`config.mk`:
```
export PLATFORM = sky130hd
export DESIGN_NAME = mux_n_1_pipe
export DESIGN_NICKNAME = d
export VERILOG_FILES = /design/src/rtl/mux_n_1_pipe.sv
export SDC_FILE = /design/constraint.sdc
export NUM_CORES = 1
export LEC_CHECK = 0
export CORE_MARGIN = 3
export CORE_UTILIZATION = 34
export DETAILED_ROUTE_END_ITERATION = 8
export GPL_TIMING_DRIVEN = 0
export HOLD_SLACK_MARGIN = 0.15
export MAX_ROUTING_LAYER = met4
export PLACE_DENSITY = 0.93
export SYNTH_ARGS = -nofsm -noshare
export SYNTH_HDL_FRONTEND = slang
export SYNTH_SLANG_ARGS = --single-unit
```
`constraint.sdc`:
```
create_clock -name clk -period 3.1 [get_ports clk]
set_clock_uncertainty 0.05 [all_clocks]
set_input_delay 0.62 -clock clk [delete_from_list [all_inputs] [get_ports clk]]
set_output_delay 0.62 -clock clk [all_outputs]
set_load 0.01 [all_outputs]
```
`src/rtl/mux_n_1_pipe.sv`:
```
// N:1 operand selector with a registered, valid/ready-handshaked output.
// Optional feature macro: MUX_N_1_SKID_EN (skid register, flop-driven in_ready).
module mux_n_1_pipe #(
    parameter int WIDTH = 32,
    parameter int N = 4,
    localparam int SEL_W = $clog2(N)
) (
    input  logic               clk,
    input  logic               rst,
    input  logic [N*WIDTH-1:0] in_bus,
    input  logic [SEL_W-1:0]   sel,
    input  logic               in_valid,
    output logic               in_ready,
    output logic [WIDTH-1:0]   out_data,
    output logic [SEL_W-1:0]   out_sel,
    output logic               sel_err,
    output logic               out_valid,
    input  logic               out_ready
);

    typedef struct packed {
        logic             err;
        logic [SEL_W-1:0] sel;
        logic [WIDTH-1:0] data;
    } word_t;

    word_t cap_w;
    word_t main_q;
    logic  valid_q;
    logic  in_fire;
    logic  out_fire;

    // Out-of-range selects produce a zero word flagged with err.
    always_comb begin
        cap_w.data = '0;
        cap_w.err  = 1'b1;
        cap_w.sel  = sel;
        for (int k = 0; k < N; k++) begin
            if (sel == SEL_W'(k)) begin
                cap_w.data = in_bus[k*WIDTH +: WIDTH];
                cap_w.err  = 1'b0;
            end
        end
    end

    assign in_fire   = in_valid && in_ready;
    assign out_fire  = valid_q && out_ready;
    assign out_valid = valid_q;
    assign out_data  = main_q.data;
    assign out_sel   = main_q.sel;
    assign sel_err   = main_q.err;

`ifdef MUX_N_1_SKID_EN

    typedef enum logic [1:0] {
        EMPTY,
        ONE,
        TWO
    } state_t;

    state_t state_q;
    word_t  skid_q;
    logic   rdy_q;

    assign in_ready = rdy_q;

    always_ff @(posedge clk) begin
        if (rst) begin
            state_q <= EMPTY;
            main_q  <= '0;
            skid_q  <= '0;
            valid_q <= 1'b0;
            rdy_q   <= 1'b1;
        end else begin
            unique case (state_q)
                EMPTY: begin
                    if (in_fire) begin
                        main_q  <= cap_w;
                        valid_q <= 1'b1;
                        state_q <= ONE;
                    end
                end
                ONE: begin
                    if (in_fire && out_fire) begin
                        main_q <= cap_w;
                    end else if (in_fire) begin
                        skid_q  <= cap_w;
                        rdy_q   <= 1'b0;
                        state_q <= TWO;
                    end else if (out_fire) begin
                        valid_q <= 1'b0;
                        state_q <= EMPTY;
                    end
                end
                TWO: begin
                    if (out_fire) begin
                        main_q  <= skid_q;
                        rdy_q   <= 1'b1;
                        state_q <= ONE;
                    end
                end
                default: begin
                    state_q <= EMPTY;
                    valid_q <= 1'b0;
                    rdy_q   <= 1'b1;
                end
            endcase
        end
    end

`else

    assign in_ready = !valid_q || out_ready;

    always_ff @(posedge clk) begin
        if (rst) begin
            main_q  <= '0;
            valid_q <= 1'b0;
        end else if (in_fire) begin
            main_q  <= cap_w;
            valid_q <= 1'b1;
        end else if (out_fire) begin
            valid_q <= 1'b0;
        end
    end

`endif

endmodule
```
==> results.md, run 1 <==
- Outcome: finished clean
- Avg Cell Area, Syn: about 15 um^2
- Req. time, crit path: roughly 2.4 ns
- Cts repair resizes: 0
- Crit-path max FO: 5
- Hold-fix buffers, CTS: 0
- Pwr/cell area: roughly 340 mW/mm^2
- Worst path cell trace: clkdlybuf4s50_1 > nor2b_2 > inv_1 > clkdlybuf4s50_1
- Sequential-to-total area share from yosys stat: between 30% and 40%
- Minimum clock period: 2.54 ns
- Num Clock Sinks: 36
- Buffers on Ports: between 150 and 200
- Most Frequent Cell on Critical Path: clkdlybuf4s50_1
- Syn Nets: roughly 260
- Pin count of the biggest net entering global routing: 11
- Final hold violation count: 0
- Commonest non-fill, non-tap cell in the layout: clkdlybuf4s50_1
- Commonest non-fill, non-tap cells in the layout: clkdlybuf4s50_1, dfxtp_1, a22o_1
- Detailed Place HPWL: ~5800 um
- Synth Instances: around 130
- Final setup viols: 0
- Worst Reg2Reg Path Length in Cells: 5
- Max clock buf depth: 2
- CP Launch Type: primary input
- Die H: a little over 80 um
- Area share of the largest cell type after synthesis: a little under two fifths
- Vias per inst: just over 5
- DRT iter0 DRCs: 65
- Register bit total from synthesis: 36
- Met3 Use GR: 5.76%
- Cts bufs inserted: 5
- Final WS setup: approximately 0.56 ns
- FP Rows: 26
- Fin Hold WS: between 0.4 and 0.5 ns
- Global-route wire length before repair: 10,400 um
- Post-Syn Area: between 0.0015 and 0.002 mm^2
- Initial antenna violation count: 0
- Hold_sp: out_data[13]
- Pleak: roughly 1.4 nW
- Drt pass-1 iters: 4
- H-tree levels: 2
- Relative slew slack: between 70 and 80%
- CTS clk-pin slew, worst paths: around 0.070 ns
- Period utilization: about four fifths
- Final net count: ~440
- CTS tree: built
- Worst r2r src: out_valid
- Routability cong.: between 0.7 and 0.8
- Ys Warns: 0
- Gr busiest metal: met2
- Antenna cells: 0
- Routing usage on met2: between 40% and 50%
- Reg-to-reg slack, setup: about 1.6 ns
- Slew @ Worst Pin: 0.375 ns
- WHS Path Cells: 1
- WL per Instance: ~19 um
- Max Cap Viol: 0
- DRT Wirelength: around 7000 um
- Clk_lat worst skew: around 0.28 ns
- WP data arrival: 1.87 ns
- TNS Setup: 0 ns
- Distinct cells, synth: 16
- Max IR drop VDD: ~0.00019 V
- Ranking of synthesized cells by area: dfxtp_1, mux4_2, a22o_1, mux4_1, buf_6
- Gr usage total: 22.2%
- Slew Viols, Final: 0
- Die X: approximately 81 um
- WS Path Type: primary input to primary output
- Overflow after GRT: 0
- Fmax: 394 MHz
- Layout area overhead: 97.3%
- WHS Endpoint: out_data[13]
- HP Class: register to register
- Core area: 0.00527 mm^2
- Effective utilization at floorplan: between 30% and 40%
- Max incr delay on CP: 0.57 ns
- Reg-to-reg endpoint: out_data[18]
- Root Driver: clkbuf_8
- IO Pins: ~170
- Critical path's slowest cell: clkdlybuf4s50_1
- Unrepaired setup endpoints after global routing: no
- GRT met1 Usage: a little under a quarter
- Vias in the first global route: approximately 2,100
- Endpoint type of the worst setup path: primary output
- Via count: between 1,500 and 2,000
- Number of setup buffers added after CTS: 0
- Synth area leader: dfxtp_1
- Die ar.: ~0.0066 mm^2
- Routed Antenna Nets: 0
- DRC viols: 0
- DP Worst Slack: roughly 0.57 ns
- Share of post-route cells with drive strength above 1: 16.8%
## where the power goes
part	switching (mW)	internal (mW)	total (mW)	leakage, nW
logic	0.123	0.299	0.421	1.07
registers	0.0184	0.498	0.516	0.296
clock network	0.156	0.181	0.337	0.0455
total	0.296	0.977	1.27	1.41
## worst max path at each step
stage	from	endpoint	slack (ns)
final	out_ready	in_ready	0.56
after CTS	out_ready	in_ready	0.56
after detailed placement	out_ready	in_ready	0.57
after floorplan	sel[0]	out_data[0]	1.38
after global routing	out_ready	in_ready	0.51
after global placement	out_ready	in_ready	0.58
## critical path, delay by kind of cell
family	cells	cell delay [ns]
and+or+nand+nor	1	0.06
buffers and inverters	3	1.19
## flip-flops by register name, indices dropped and copies added (netlist names)
register,cells
sel_err,1
out_valid,1
out_data,32
out_sel,2
## cell usage after synthesis, drive strengths merged
master  instances
o21ai           2
mux4           32
and2            1
dfxtp          36
nand3           2
a22o           32
a21oi           4
nor3            1
clkbuf          1
nor2b           1
buf            13
inv             2
## cell families (layout without fill, tap and decap cells)
group | after synthesis | count (layout) | synth area share, %
muxes | 32 | 32 | 38.3
AOI/OAI and AO/OA | 38 | 38 | 16.4
buffers and inverters | 16 | 192 | 5.70
and+or+nand+nor | 5 | 5 | 1.83
DFF | 36 | 36 | 37.7
## layer usage
metal  vias up  share of wire [%]
met3         8                7.6
met1       941                 35
met5         -                  0
met2        94                 56
li1        888                  -
met4         0                1.4
## metrics by stage
stage | power (mW) | instances | utilization, % | cell area [um^2]
finish | 1.27 | 373 | 71.5 | 3770
floorplan | 0.683 | 127 | - | 1910
detailed placement | 0.950 | 365 | 69.8 | 3680
global placement | 0.936 | 365 | 69.8 | 3680
global route | 1.33 | 373 | 71.5 | 3770
CTS | 1.29 | 373 | 71.5 | 3770
## area by class of cell
| type | count | area (um^2) |
|---|---|---|
| tap | 70 | 87.6 |
| multi-input combinational | 75 | 1080 |
| sequential | 36 | 721 |
| fill | 408 | 1500 |
| timing repair buffer | 168 | 1680 |
| clock buffer | 8 | 90.1 |
| buffer | 14 | 101 |
| inverter | 2 | 7.51 |
(Power assumes the default switching activity.)
==> run 2, diff against run 1 <==
--- a/config.mk
+++ b/config.mk
@@ -6,12 +6,12 @@
 export NUM_CORES = 1
 export LEC_CHECK = 0
 export CORE_MARGIN = 3
-export CORE_UTILIZATION = 34
+export CORE_UTILIZATION = 31
 export DETAILED_ROUTE_END_ITERATION = 8
 export GPL_TIMING_DRIVEN = 0
 export HOLD_SLACK_MARGIN = 0.15
 export MAX_ROUTING_LAYER = met4
-export PLACE_DENSITY = 0.93
+export PLACE_DENSITY = 0.86
 export SYNTH_ARGS = -nofsm -noshare
 export SYNTH_HDL_FRONTEND = slang
 export SYNTH_SLANG_ARGS = --single-unit
==> constraint.sdc (replaced) <==
create_clock -name clk -period 2.5 [get_ports clk]
set_clock_uncertainty 0.05 [all_clocks]
set_input_delay 0.5 -clock clk [delete_from_list [all_inputs] [get_ports clk]]
set_output_delay 0.5 -clock clk [all_outputs]
set_load 0.01 [all_outputs]
==> results.md, run 2 (synthesis gave the netlist of run 1 again) <==
- WS Path Type: primary input to primary output
- HP Class: register to register
- Layout area overhead: 97.6%
- Fin area: 0.00377 mm^2 (+0.13%)
- Commonest non-fill, non-tap cell in the layout: clkdlybuf4s50_1
- Cts bufs inserted: 5 (unchanged)
- DRT iter0 DRCs: 85 (+31%)
- Final setup viols: 0 (unchanged)
- Max IR drop VDD: 0.000274 V (+48%)
- Minimum clock period: between 2 and 2.5 ns
- DP Worst Slack: 0.201 ns (-0.365 ns)
- Max reg flops: 32 (unchanged)
- Die X: 84.5 um (+4.4%)
- Final WS setup: 0.205 ns (-0.356 ns)
- Cts repair resizes: 0 (unchanged)
- Pleak: 1.42 nW (+0.39%)
- FP Rows: 27 (+3.8%)
- Global-route wire length before repair: 10,300 um (-0.80%)
- Root Driver: clkbuf_8
- Placed Area: 0.00368 mm^2 (about the same)
- DRT Wirelength: 6540 um (-6.4%)
- Unrepaired setup endpoints after global routing: no
- Share of post-route cells with drive strength above 1: 17.5% (+0.66 points)
- Crit-path max FO: 5 (unchanged)
- Hold-fix buffers, CTS: 0 (unchanged)
- Core area: 0.00574 mm^2 (+9.0%)
- Initial antenna violation count: 0 (unchanged)
- Buffers on Ports: 168 (unchanged)
- WL per Instance: 17.5 um (-6.9%)
- Pin count of the biggest net entering global routing: 12 (+1)
- Slew Viols, Final: 0 (unchanged)
- Gr usage total: 19.1% (-3.2 points)
- Vias in the first global route: 2,094 (-1.6%)
- DRC viols: 0 (unchanged)
- Max Cap Viol: 0 (unchanged)
- Fmax: about 440 MHz
- Die ar.: 0.00714 mm^2 (+8.9%)
- Endpoint type of the worst setup path: primary output
- CTS clk-pin slew, worst paths: 0.07 ns (about the same)
- Relative slew slack: 78.1% (+3.1 points)
- Pwr/cell area: 417 mW/mm^2 (+23%)
- Effective utilization at floorplan: 33.3% (-3.0 points)
- Clk_lat worst skew: 0.28 ns (about the same)
- Drt pass-1 iters: 4 (unchanged)
- Period utilization: 91.8%
- Antenna cells: 0 (unchanged)
- H-tree levels: 2 (unchanged)
- Via count: 1,957 (+1.3%)
- Slew @ Worst Pin: 0.328 ns (-0.0466 ns)
- Vias per inst: 5.22 (+0.81%)
- TNS Setup: 0 ns (unchanged)
- Num Clock Sinks: 36 (unchanged)
- Overflow after GRT: 0 (unchanged)
- Final hold violation count: 0 (unchanged)
- Commonest non-fill, non-tap cells in the layout: clkdlybuf4s50_1, dfxtp_1, a22o_1
- Detailed Place HPWL: 5430 um (-7.0%)
- Max clock buf depth: 2 (unchanged)
- WP data arrival: 1.75 ns (-0.12 ns)
- Routed Antenna Nets: 0 (unchanged)
- Routability cong.: 0.731 (-0.77%)
- Die H: 84.5 um (+4.4%)
- IO Pins: 171 (unchanged)
- Outcome: finished clean
- CP Launch Type: primary input
- Number of setup buffers added after CTS: 0 (unchanged)
- Final net count: 436 (unchanged)
- Req. time, crit path: 1.95 ns (-0.48 ns)
- CTS tree: built
run 2: cell count changes in the layout (fill, tap and decap cells not counted), sizes merged:
cell and change:
clkbuf -2, clkinv +2
run 2: final timing paths:
check | startpoint | endpoint | slack (ns) | depth (start not counted)
max | out_ready | in_ready | 0.20 | 4
min | sel_err | sel_err | 0.41 | 1
max reg2reg | out_valid | out_data[30] | 0.99 | 5
min reg2reg | sel_err | sel_err | 0.41 | 1
run 2: final cells by class:
class / count / area [um^2]
clock buffers: 6 / 82.6
well taps: 72 / 90.1
inverters: 2 / 7.51
fillers: 445 / 1970
multi-input cells: 75 / 1080
repair buffers: 168 / 1680
plain buffers: 14 / 101
clock inverters: 2 / 10.0
flip-flops and latches: 36 / 721
run 2: layer usage:
metal	track usage [%]	up-vias	wire, um
met1	21.5	964	2450
met3	4.71	6	434
met4	5.18	0	80
met2	33.5	99	3580
met5	-	-	0
li1	-	888	-
run 2: power breakdown:
group          switching (mW)  internal (mW)  total, mW
Sequential             0.0227          0.617      0.639
Clock                   0.201          0.220      0.420
Combinational           0.144          0.370      0.514
Total                   0.367           1.21       1.57
run 2: stage by stage:
stage                     hold slack (ns)  utilization (%)  std cells  total power, mW
after floorplan                     0.442                -        127            0.847
after global placement              0.391             64.1        367             1.16
after detailed placement            0.395             64.1        367             1.17
after CTS                           0.417             65.7        375             1.59
after global routing                0.441             65.7        375             1.66
final                               0.414             65.7        375             1.57
run 2: worst max-delay path: stages:
cell and delay (ns):
clkdlybuf4s50_1 0.41, nor2b_2 0.19, inv_1 0.13, clkdlybuf4s50_1 0.51
==> run 3, diff against run 2 <==
--- a/config.mk
+++ b/config.mk
@@ -5,13 +5,15 @@
 export SDC_FILE = /design/constraint.sdc
 export NUM_CORES = 1
 export LEC_CHECK = 0
+export ABC_AREA = 1
+export CORE_ASPECT_RATIO = 0.75
 export CORE_MARGIN = 3
-export CORE_UTILIZATION = 31
+export CORE_UTILIZATION = 34
 export DETAILED_ROUTE_END_ITERATION = 8
 export GPL_TIMING_DRIVEN = 0
 export HOLD_SLACK_MARGIN = 0.15
 export MAX_ROUTING_LAYER = met4
-export PLACE_DENSITY = 0.86
+export PLACE_DENSITY = 0.88
 export SYNTH_ARGS = -nofsm -noshare
 export SYNTH_HDL_FRONTEND = slang
 export SYNTH_SLANG_ARGS = --single-unit
==> results.md, run 3 <==
- Commonest non-fill, non-tap cell in the layout: clkdlybuf4s50_1
- Slew Viols, Final: 0 (unchanged)
- Effective utilization at floorplan: 36.3% (+3.1 points)
- Sequential-to-total area share from yosys stat: 33.0% (-4.7 points)
- Most numerous cell in the Yosys netlist: nand2_1
- Syn Nets: 490 (+88%)
- Max clock buf depth: 2 (unchanged)
- Avg Cell Area, Syn: 6.13 um^2 (-59%)
- Clk_lat worst skew: 0.27 ns (about the same)
- Crit-path max FO: 3 (-2)
- Pwr/cell area: 390 mW/mm^2 (-6.5%)
- Die ar.: 0.00743 mm^2 (+4.0%)
- Minimum clock period: 2.21 ns (-0.0824 ns)
- Share of post-route cells with drive strength above 1: 5.47% (-12 points)
- Pleak: 1.59 nW (+12%)
- Final net count: 666 (+53%)
- Routability cong.: 0.950 (+30%)
- DRC viols: 0 (unchanged)
- Vias per inst: 5.08 (-2.7%)
- WP data arrival: 1.66 ns (-0.09 ns)
- Antenna cells: 0 (unchanged)
- DRT Wirelength: 9600 um (+47%)
- DP Worst Slack: 0.281 ns (+0.0798 ns)
- Ys Warns: 0 (unchanged)
- Endpoint type of the worst setup path: primary output
- Req. time, crit path: 1.95 ns (about the same)
- HP Class: register to register
- Utilization after layout: 67.3% (+1.5 points)
- Drt pass-1 iters: 5 (+1)
- Core area: 0.00601 mm^2 (+4.6%)
- Reg-to-reg slack, setup: 1.14 ns (+0.15 ns)
- Commonest non-fill, non-tap cells in the layout: clkdlybuf4s50_1, nand2_1, nand3_1
- Routed Antenna Nets: 0 (unchanged)
- Final WS setup: 0.287 ns (+0.0824 ns)
- Hold-fix buffers, CTS: 0 (unchanged)
- Number of flops mapped to enable cells by yosys: 0 (unchanged)
- Cts bufs inserted: 5 (unchanged)
- Detailed Place HPWL: 7700 um (+42%)
- Final hold violation count: 0 (unchanged)
- CTS clk-pin slew, worst paths: 0.06 ns (about the same)
- Gr usage total: 25.9% (+6.8 points)
- Layout area overhead: 85.1%
- Synth area leader: dfxtp_1
- Final setup viols: 0 (unchanged)
- Root Driver: clkbuf_8
- Distinct cells, synth: 17 (+1)
- Num Clock Sinks: 36 (unchanged)
- Outcome: finished clean
- DRT iter0 DRCs: 184 (+120%)
- Ranking of synthesized cells by area: dfxtp_1, nand2_1, nand3_1, a21oi_1, nor2_1
- Vias in the first global route: 3,060 (+46%)
- CTS tree: built
- FP Rows: 24 (-11%)
- Pin count of the biggest net entering global routing: 11 (-1)
- IO Pins: 171 (unchanged)
- Area share of the largest cell type after synthesis: 33.0% (-4.7 points)
- Cts repair resizes: 0 (unchanged)
- Fill cell count: 534 (+20%)
- Global-route wire length before repair: 14,600 um (+42%)
- Via count: 3,087 (+58%)
- Period utilization: 88.5% (-3.3 points)
- Die X: 98.5 um (+17%)
- Relative slew slack: 59.1% (-19 points)
- WL per Instance: 15.8 um (-9.5%)
- Overflow after GRT: 0 (unchanged)
- Post-Syn Area: 0.00218 mm^2 (+14%)
- H-tree levels: 2 (unchanged)
- Max reg flops: 32 (unchanged)
- FFs w/ async S/R, synth: 0% (unchanged)
- CP Launch Type: primary input
- Initial antenna violation count: 0 (unchanged)
- Buffers on Ports: 169 (+0.60%)
- Post-synth top cells: nand2_1, nand3_1, nor2_1
- Register bit total from synthesis: 36 (unchanged)
- Number of setup buffers added after CTS: 0 (unchanged)
- Die H: 75.4 um (-11%)
- Synth Flop Type: dfxtp_1
- Max Cap Viol: 0 (unchanged)
- Synth Instances: 356 (+180%)
- TNS Setup: 0 ns (unchanged)
- Slew @ Worst Pin: 0.613 ns (+0.285 ns)
- Fmax: 452 MHz (+3.7%)
- Max IR drop VDD: 0.000225 V (-18%)
- Fin Hold WS: 0.394 ns (-0.0194 ns)
- Unrepaired setup endpoints after global routing: no
- WS Path Type: primary input to primary output
[run 3: cell count changes after synthesis, sizes merged, moves of 9 or more]
| cell | delta |
|---|---|
| mux4 | -32 |
| a22o | -32 |
| a21oi | +31 |
| nor2 | +40 |
| nand2 | +87 |
| o21ai | +45 |
| nand3 | +62 |
| clkbuf | +9 |
| or2 | +13 |
[run 3: logic make-up (layout without fill, tap and decap cells)]
logic type	Yosys count	after routing	synth area share (%)
buffers and inverters	34	208	7.68
flip-flops	36	36	33.0
AND/OR/NAND/NOR	204	204	40.5
AO/OA/AOI/OAI	82	82	18.8
[run 3: through the flow]
step           total power, mW  instances  instance area, um^2
2_1_floorplan            0.862        356                 2180
3_3_place_gp              1.21        603                 3970
3_5_place_dp              1.23        603                 3970
4_1_cts                   1.59        608                 4040
5_1_grt                   1.66        608                 4040
6_report                  1.57        608                 4040
[run 3: worst max-delay path, cell delays in order]
cell and delay (ns):
clkdlybuf4s50_1 0.47, inv_2 0.03, nand2_1 0.11, clkdlybuf4s50_1 0.56
[run 3: metal layers]
layer | GRT usage [%] | up-vias | part of all wire, %
met5 | - | - | 0
met4 | 9.55 | 0 | 1.8
met3 | 6.86 | 16 | 9.5
met2 | 42.1 | 157 | 47
met1 | 31.5 | 1384 | 42
li1 | - | 1530 | -
[run 3: report_power, final]
group / leakage [nW] / internal [mW] / switching [mW]
sequential: 0.297 / 0.617 / 0.0214
combinational: 1.26 / 0.335 / 0.244
clock: 0.0359 / 0.179 / 0.178
total: 1.59 / 1.13 / 0.443
[run 3: layout make-up]
cell class              instances  area [um^2]  share of cell area (%)
plain buffers                  29          149                    3.69
clock buffers                   5         68.8                    1.70
inverters                       5         18.8                   0.465
multi-input cells             286         1290                    32.0
flip-flops and latches         36          721                    17.8
well taps                      78         97.6                    2.42
repair buffers                169         1690                    41.9
[run 3: path summary, 6_finish.rpt]
| path | start | endpoint | cells after the start |
|---|---|---|---|
| worst max-delay path | out_ready | in_ready | 4 |
| worst min-delay path | sel_err | sel_err | 2 |
| worst max register to register | out_valid | out_data[9] | 6 |
| worst min register to register | sel_err | sel_err | 2 |
